### config.mk
export PLATFORM = sky130hd
export DESIGN_NAME = mem_lsu
export DESIGN_NICKNAME = d
export VERILOG_FILES = /design/src/rtl/mem_lsu.sv
export SDC_FILE = /design/constraint.sdc
export NUM_CORES = 1
export LEC_CHECK = 0
export CORE_UTILIZATION = 44
export CTS_CLUSTER_DIAMETER = 200
export DETAILED_ROUTE_END_ITERATION = 10
export PLACE_DENSITY = 0.91
export SYNTH_ARGS = -nofsm -noshare
export SYNTH_HDL_FRONTEND = slang
export SYNTH_SLANG_ARGS = --single-unit
### constraint.sdc
create_clock -name clk -period 2.3 [get_ports clk]
set_input_delay 0.345 -clock clk [delete_from_list [all_inputs] [get_ports clk]]
set_output_delay 0.345 -clock clk [all_outputs]
set_load 0.02 [all_outputs]
### src/rtl/mem_lsu.sv
// mem_lsu: MEM-stage load/store unit. Issues one request/acknowledge
// data-memory access per load or store, steers store bytes onto the
// correct lanes, extends load data, and stalls the pipeline until the
// access completes, aborting with a bus error when memory never answers.
module mem_lsu #(
   parameter int TIMEOUT_CYCLES = 16,
   parameter int CNT_W          = 5
) (
   input  logic        clk,
   input  logic        rst_n,
   input  logic [31:0] mem_alu_res,
   input  logic [31:0] mem_rs2o,
   input  logic        mem_memwr,
   input  logic        mem_memrd,
   input  logic [2:0]  mem_funct3,
   output logic        dmem_req,
   output logic        dmem_we,
   output logic [31:0] dmem_addr,
   output logic [31:0] dmem_wdata,
   output logic [3:0]  dmem_be,
   input  logic        dmem_ack,
   input  logic [31:0] dmem_rdata,
   output logic [31:0] lsu_rdata,
   output logic        lsu_stall,
   output logic        lsu_misalign,
   output logic        lsu_bus_err
);

   typedef enum logic [1:0] {
      S_IDLE,
      S_WAIT,
      S_DONE
   } state_t;

   state_t           state_q;
   logic             req_q;
   logic             we_q;
   logic [31:0]      addr_q;
   logic [31:0]      wdata_q;
   logic [3:0]       be_q;
   logic [31:0]      rdata_q;
   logic             misalign_q;
   logic             bus_err_q;
   logic [CNT_W-1:0] cnt_q;
   // Request-time copies used to extract load data when the ack arrives.
   logic [1:0]       off_q;
   logic [2:0]       funct3_q;
   logic             is_load_q;

   logic             access;
   logic             misaligned;
   logic [31:0]      wdata_d;
   logic [3:0]       be_d;
   logic [31:0]      shifted;
   logic [31:0]      rdata_d;

   assign access = mem_memrd | mem_memwr;

   // Decode the access size of the instruction in MEM: alignment check and store lane steering.
   always_comb begin
      // NOTE: every output gets a default first so no path leaves it unassigned (no latch).
      misaligned = 1'b0;
      wdata_d    = mem_rs2o;
      be_d       = 4'b1111;
      unique case (mem_funct3[1:0])
         2'b00: begin                                   // b / bu
            wdata_d = {4{mem_rs2o[7:0]}};
            be_d    = 4'b0001 << mem_alu_res[1:0];
         end
         2'b01: begin                                   // h / hu
            misaligned = mem_alu_res[0];
            wdata_d    = {2{mem_rs2o[15:0]}};
            be_d       = mem_alu_res[1] ? 4'b1100 : 4'b0011;
         end
         default: begin                                 // w and undefined encodings
            misaligned = |mem_alu_res[1:0];
         end
      endcase
      // Loads read the whole word; stores win when both strobes are set.
      if (!mem_memwr) begin
         be_d = 4'b1111;
      end
   end

   // Extract and extend the addressed bytes of the returned word, using the latched request.
   always_comb begin
      shifted = dmem_rdata >> {off_q, 3'b000};
      rdata_d = shifted;
      unique case (funct3_q)
         3'b000:  rdata_d = {{24{shifted[7]}}, shifted[7:0]};
         3'b100:  rdata_d = {24'b0, shifted[7:0]};
         3'b001:  rdata_d = {{16{shifted[15]}}, shifted[15:0]};
         3'b101:  rdata_d = {16'b0, shifted[15:0]};
         default: rdata_d = shifted;
      endcase
   end

   // Access sequencer: IDLE issues, WAIT holds the bus until ack or timeout, DONE releases the pipeline.
   always_ff @(posedge clk or negedge rst_n) begin
      if (!rst_n) begin
         state_q    <= S_IDLE;
         req_q      <= 1'b0;
         we_q       <= 1'b0;
         addr_q     <= '0;
         wdata_q    <= '0;
         be_q       <= '0;
         rdata_q    <= '0;
         misalign_q <= 1'b0;
         bus_err_q  <= 1'b0;
         cnt_q      <= '0;
         off_q      <= '0;
         funct3_q   <= '0;
         is_load_q  <= 1'b0;
      end else begin
         // NOTE: sequential state uses non-blocking assignments so every register samples pre-edge values.
         misalign_q <= 1'b0;
         bus_err_q  <= 1'b0;
         unique case (state_q)
            S_IDLE: begin
               if (access && misaligned) begin
                  misalign_q <= 1'b1;
               end else if (access) begin
                  req_q     <= 1'b1;
                  we_q      <= mem_memwr;
                  addr_q    <= {mem_alu_res[31:2], 2'b00};
                  wdata_q   <= wdata_d;
                  be_q      <= be_d;
                  off_q     <= mem_alu_res[1:0];
                  funct3_q  <= mem_funct3;
                  is_load_q <= ~mem_memwr;
                  cnt_q     <= '0;
                  state_q   <= S_WAIT;
               end
            end
            S_WAIT: begin
               if (dmem_ack) begin
                  req_q   <= 1'b0;
                  if (is_load_q) rdata_q <= rdata_d;
                  state_q <= S_DONE;
               end else if (cnt_q == CNT_W'(TIMEOUT_CYCLES - 1)) begin
                  req_q     <= 1'b0;
                  bus_err_q <= 1'b1;
                  if (is_load_q) rdata_q <= '0;
                  state_q   <= S_DONE;
               end else begin
                  cnt_q <= cnt_q + CNT_W'(1);
               end
            end
            S_DONE: begin
               state_q <= S_IDLE;
            end
            default: begin
               state_q <= S_IDLE;
            end
         endcase
      end
   end

   assign lsu_stall = (state_q == S_WAIT) ||
                      ((state_q == S_IDLE) && access && !misaligned);

   assign dmem_req     = req_q;
   assign dmem_we      = we_q;
   assign dmem_addr    = addr_q;
   assign dmem_wdata   = wdata_q;
   assign dmem_be      = be_q;
   assign lsu_rdata    = rdata_q;
   assign lsu_misalign = misalign_q;
   assign lsu_bus_err  = bus_err_q;

endmodule

Yosys cells after proc, flatten, opt, wreduce, memory -nomap -nowiden
Index checks and enable logic that the tools add are counted.
{ "classes": {"add_sub_neg": 1, "n_eq_ne": 11, "shift": 2, "mux": 30, "n_bitwise": 3, "n_reduce_logical": 16} }
{ "op_table": {"columns": ["cell", "n"], "rows": [
  ["$mux W32", 4],
  ["$pmux W32 S4", 1],
  ["$pmux W32 S2", 1],
  ["$shr A32 B5 Y32", 1],
  ["$mux W5", 4],
  ["$pmux W5 S2", 1],
  ["$mux W1", 9],
  ["$reduce_and A3 Y1", 3],
  ["$mux W2", 4],
  ["$mux W4", 2],
  ["$ne A2 B2 Y1 const B", 4],
  ["$pmux W4 S2", 1],
  ["$eq A3 B3 Y1 const B", 2],
  ["$add A5 B1 Y5 const B", 1],
  ["$eq A5 B4 Y1 const B", 1],
  ["$reduce_and A5 Y1", 1],
  ["$eq A2 B1 Y1 const B", 2],
  ["$logic_not A2 Y1", 2],
  ["$pmux W1 S2", 2],
  ["$pmux W2 S2", 1],
  ["$reduce_and A4 Y1", 1],
  ["$reduce_bool A2 Y1", 2],
  ["$shl A1 B2 Y4 const A", 1],
  ["$eq A3 B1 Y1 const B", 1],
  ["8 further kinds", 11]
]} }
{ "totals": {"reg_bits": 115, "wordCells": 76} }

Logic depth before layout (Yosys ltp)
Gate-level depths: netlist (run 1).
{ "logic_depth": {"word_depth": 5, "ltp_mapped": 8, "ltp_nobuf": 7} }

Worst setup path before layout (run 1)
OpenSTA, ideal clock, no wires.
{ "synth_path": {"path_type": "reg2reg", "startpoint": "register cnt_q[0]", "endpoint": "register cnt_q[1]", "arrival_time_ns": 1.805, "required_ns": 2.175, "setup_slack_ns": 0.370, "stages_incl_launch_ff": 7, "path_cell_list": "dfrtp_1 > ha_1 > and3_1 > ha_1 > nor4b_1 > nor2_1 > mux2_2"} }
{ "synth_between": {"elab_chain_cells": 4} }
{ "synth_rtl": {"columns": ["item", "line", "source"], "rows": [
  ["start, declared", "44", "logic [CNT_W-1:0] cnt_q;"],
  ["start signal, assigned", "146", "cnt_q <= cnt_q + CNT_W'(1);"],
  ["$add A5 B1 Y5", "146", null],
  ["$mux W5", "140", "end else if (cnt_q == CNT_W'(TIMEOUT_CYCLES - 1)) begin"],
  ["$mux W5", "136", "if (dmem_ack) begin"],
  ["$pmux W5 S2", "118", "unique case (state_q)"]
]} }
Several ways; a longest one is shown, not always the timed one. The select of a mux whose other input is x is not followed.
A chain may end at the register's enable or synchronous reset.

Worst setup path after layout (run 1)
{ "layout_path": {"startpoint": "register state_q[1]", "endpoint": "output port lsu_stall"} }
{ "layout_between": {"elab_chain_cells": 4} }
{ "layout_rtl": {"columns": ["item", "line", "source"], "rows": [
  ["start, declared", "35", "state_t state_q;"],
  ["start signal, assigned", "101", "state_q <= S_IDLE;"],
  ["start signal, assigned", "132", "state_q <= S_WAIT;"],
  ["start signal, assigned", "139", "state_q <= S_DONE;"],
  ["$logic_not A2 Y1", "160", "((state_q == S_IDLE) && access && !misaligned);"],
  ["$logic_and A1 B1 Y1 (2 in series)", "160", null],
  ["$logic_or A1 B1 Y1 *", "159", "assign lsu_stall = (state_q == S_WAIT) ||"],
  ["end, declared", "24", "output logic lsu_stall,"]
]} }
Mark *: on every way between the ends. The rest lies on a longest branch, timed or not.

==> flow_summary.yaml, run 1 <==
clocking:
  cts.clk_slew.worst_paths_ns: 0.05
  cts_hold_buffers: 0
  root_buffer: "clkbuf_16"
  post_cts_resized: 1
  numCtsBuffers: 17
  htreeDepth: 4
  tritoncts: "built"
  clk_path_buf_depth: 2
  cts_sinks: 115
  clk_latency_ns: 0.41
  post-cts-setup-buffer-count: 0
detailed_routing:
  wirelength_um: 15100
  drtPass1Iterations: 4
  wire_per_inst_um: 18.9
  routed-via-count: 4381
  drtIter0Drc: 209
  route.detailed.drc: 0
  vias_per_cell: 5.49
  ant_nets: 0
timing:
  final.min_clock_period_ns: 2.14
  setup_viol: 0
  relSlewSlack_pct: 30.5
  clock.fmax_mhz: 467
  timing.final.crit_share_pct: 93.2
  skew_ns: 0.00320
  whs_ns: -0.0195
  worst_slack_ns: 0.157
  grt_setup_unrepaired: "false"
  worst_pin_slew_ns: 1.04
  finalHoldViolCount: 33
  final_max_slew_viol_count: 0
critical_path:
  reg2reg_slack_ns: 0.31
  cp.depth: 4
  endpoint_kind: "output port"
  cpLargestDelayFamily: "compound AO/OA/AOI/OAI gates"
  r2r_cells: 9
  crit_type: "flop to output port"
  path_max_fanout: 5
  slowest_stage: "dfrtp_1"
  cp-startpoint: "state_q[1]"
  cp-start-kind: "flop"
  cp-endpoint: "lsu_stall"
  max_stage_delay_ns: 0.43
  path_cells: "o21bai_1, a2111oi_4, nand2b_1, dlygate4sd2_1"
  timing.rr.end: "lsu_rdata[2]"
  cp.required_ns: 1.96
  reg2reg_from: "cnt_q[0]"
  path_buf_inv: 1
  arrival_ns: 1.80
hold_path:
  worstHoldPathType: "input port to asynchronous set/reset pin"
global_routing:
  grt_overflow_total: 0
  grt_pass1_wl_um: 24600
  antenna_found_initial: 0
  grt_pass1_vias: 4761
  grt_max_degree: 75
  track_usage_pct: 25.5
place:
  numPortBuffers: 206
  dpl_cell_area_um2: 7590
  dp.cells: 766
  pre_cts_ws_ns: -0.118
  gp_congestion: 0.808
  place_hpwl_um: 10700
finish:
  fillers: 771
  stdcell_count: 798
  multi_input_area_um2: 2280
  design_area_um2: 8250
  fin_nets: 748
  final-seq-area_um2: 2880
  drive_gt1_share_pct: 20.6
  antennaDiodeCount: 0
  area_growth_pct: 53.8
synthesis:
  synth_top_area_share_pct: 53.7
  synth_flop_cell: "dfrtp_1"
  synth-seq-cells: 115
  synth_area_leaders: "dfrtp_1 54%, mux2_2 13%, mux2i_1 8.0%"
  synth_cells: 428
  yosys.area.top_type: "dfrtp_1"
  synth_top_cells_by_count: "115 x dfrtp_1, 63 x mux2_2, 43 x mux2i_1"
  synth_area_per_cell_um2: 12.5
  synth.most_common_cell: "dfrtp_1"
  synth_area_um2: 5360
  ys_async_sr_fraction_pct: 100
  ys_seq_area_share_pct: 53.7
  synth_edf_count: 0
  synthDistinctLibCells: 41
  ys_warn_count: 0
power:
  p_total_mw: 10.8
  ir_worst_vdd_uv: 812
  powerDensity_nw_per_um2: 1310
  p_leak_nw: 3.49
floorplanning:
  die_h_um: 112
  dieArea_um2: 12600
  fp-row-count: 39
  dieWidth_um: 112
  initial_utilization_pct: 46.0
  ioPinCount: 209
  core_area_um2: 11700
outcome:
  status: "complete, but fails checks"
  failed_checks: "hold timing"
job:
  drv_cap: 0
-- layout by cell type, fill, tap and decap left out, types with 6 or more instances in the layout --
| cell | netlist | layout |
|---|---|---|
| mux2i_1 | 43 | 43 |
| buf_4 | 8 | 20 |
| nand3b_1 | 7 | 7 |
| mux2_2 | 63 | 63 |
| o21ai_0 | 18 | 18 |
| nor2_1 | 36 | 36 |
| a221o_1 | 6 | 6 |
| o2bb2ai_1 | 15 | 15 |
| dfrtp_1 | 115 | 115 |
| nand2_1 | 10 | 10 |
| clkbuf_16 | 0 | 17 |
| clkdlybuf4s50_1 | 0 | 204 |
| clkbuf_8 | 0 | 6 |
| a21oi_1 | 32 | 32 |
| a221o_2 | 10 | 10 |
-- final cells by class --
cell class | count | share of cell area (%)
timing repair buffer | 227 | 27.2
clock inverter | 9 | 1.79
clock buffer | 23 | 6.16
sequential | 115 | 34.9
multi-input combinational | 277 | 27.7
inverter | 4 | 0.182
tap | 143 | 2.17
-- where the power goes --
group / switching [mW] / internal (mW) / total [mW] / leakage [nW]
Clock: 0.907 / 1.98 / 2.88 / 0.325
Combinational: 2.20 / 2.38 / 4.58 / 1.78
Sequential: 0.537 / 2.83 / 3.37 / 1.38
Total: 3.64 / 7.19 / 10.8 / 3.49
-- stage by stage --
step	utilization, %	setup TNS, ns
2_1_floorplan	-	0
3_3_place_gp	65.1	-0.457
3_5_place_dp	65.1	-1.74
4_1_cts	70.7	0
5_1_grt	70.7	0
6_report	70.7	0
-- registers in the layout, indices dropped and copies added (netlist names) --
signal,cells
dmem_be,4
is_load_q,1
dmem_req,1
dmem_we,1
dmem_wdata,32
funct3_q,3
state_q,2
dmem_addr,30
cnt_q,5
lsu_bus_err,1
lsu_misalign,1
lsu_rdata,32
off_q,2
-- routing by layer --
layer | GRT usage, % | share of wire, % | vias to the layer above
met3 | 9.77 | 7.7 | 38
met2 | 43.5 | 52 | 184
li1 | - | - | 1995
met4 | 11.8 | 2.7 | 0
met1 | 28.1 | 38 | 2164
met5 | 0 | 0 | -
-- worst min-delay path by stage --
stage               slack (ns)             to  cells after the start
floorplan                 0.05       cnt_q[0]                      0
global placement          0.43   lsu_misalign                      1
finish                   -0.02   lsu_misalign                      1
global route              0.04  lsu_rdata[23]                      1
detailed placement        0.44   lsu_misalign                      1
CTS                      0.004      is_load_q                      1
-- cell families (layout without fill, tap and decap cells) --
family | count (synthesis) | in the layout | synth area share, %
buffers and inverters | 37 | 263 | 3.90
XOR/XNOR | 2 | 2 | 0.327
AND/OR/NAND/NOR | 71 | 71 | 7.32
multiplexers | 108 | 108 | 22.1
other | 1 | 2 | 0.0699
flip-flops | 115 | 115 | 53.7
adder cells (fa/ha/maj) | 2 | 2 | 0.466
AO/OA/AOI/OAI | 92 | 92 | 12.2
(Power assumes the default switching activity.)
==> run 2, diff against run 1 <==
Settings changed: CAP_MARGIN set to 20, CORE_MARGIN set to 1.
==> results of run 2 <==
Same layout as run 1: the final DEF is identical, and so are final timing and power.
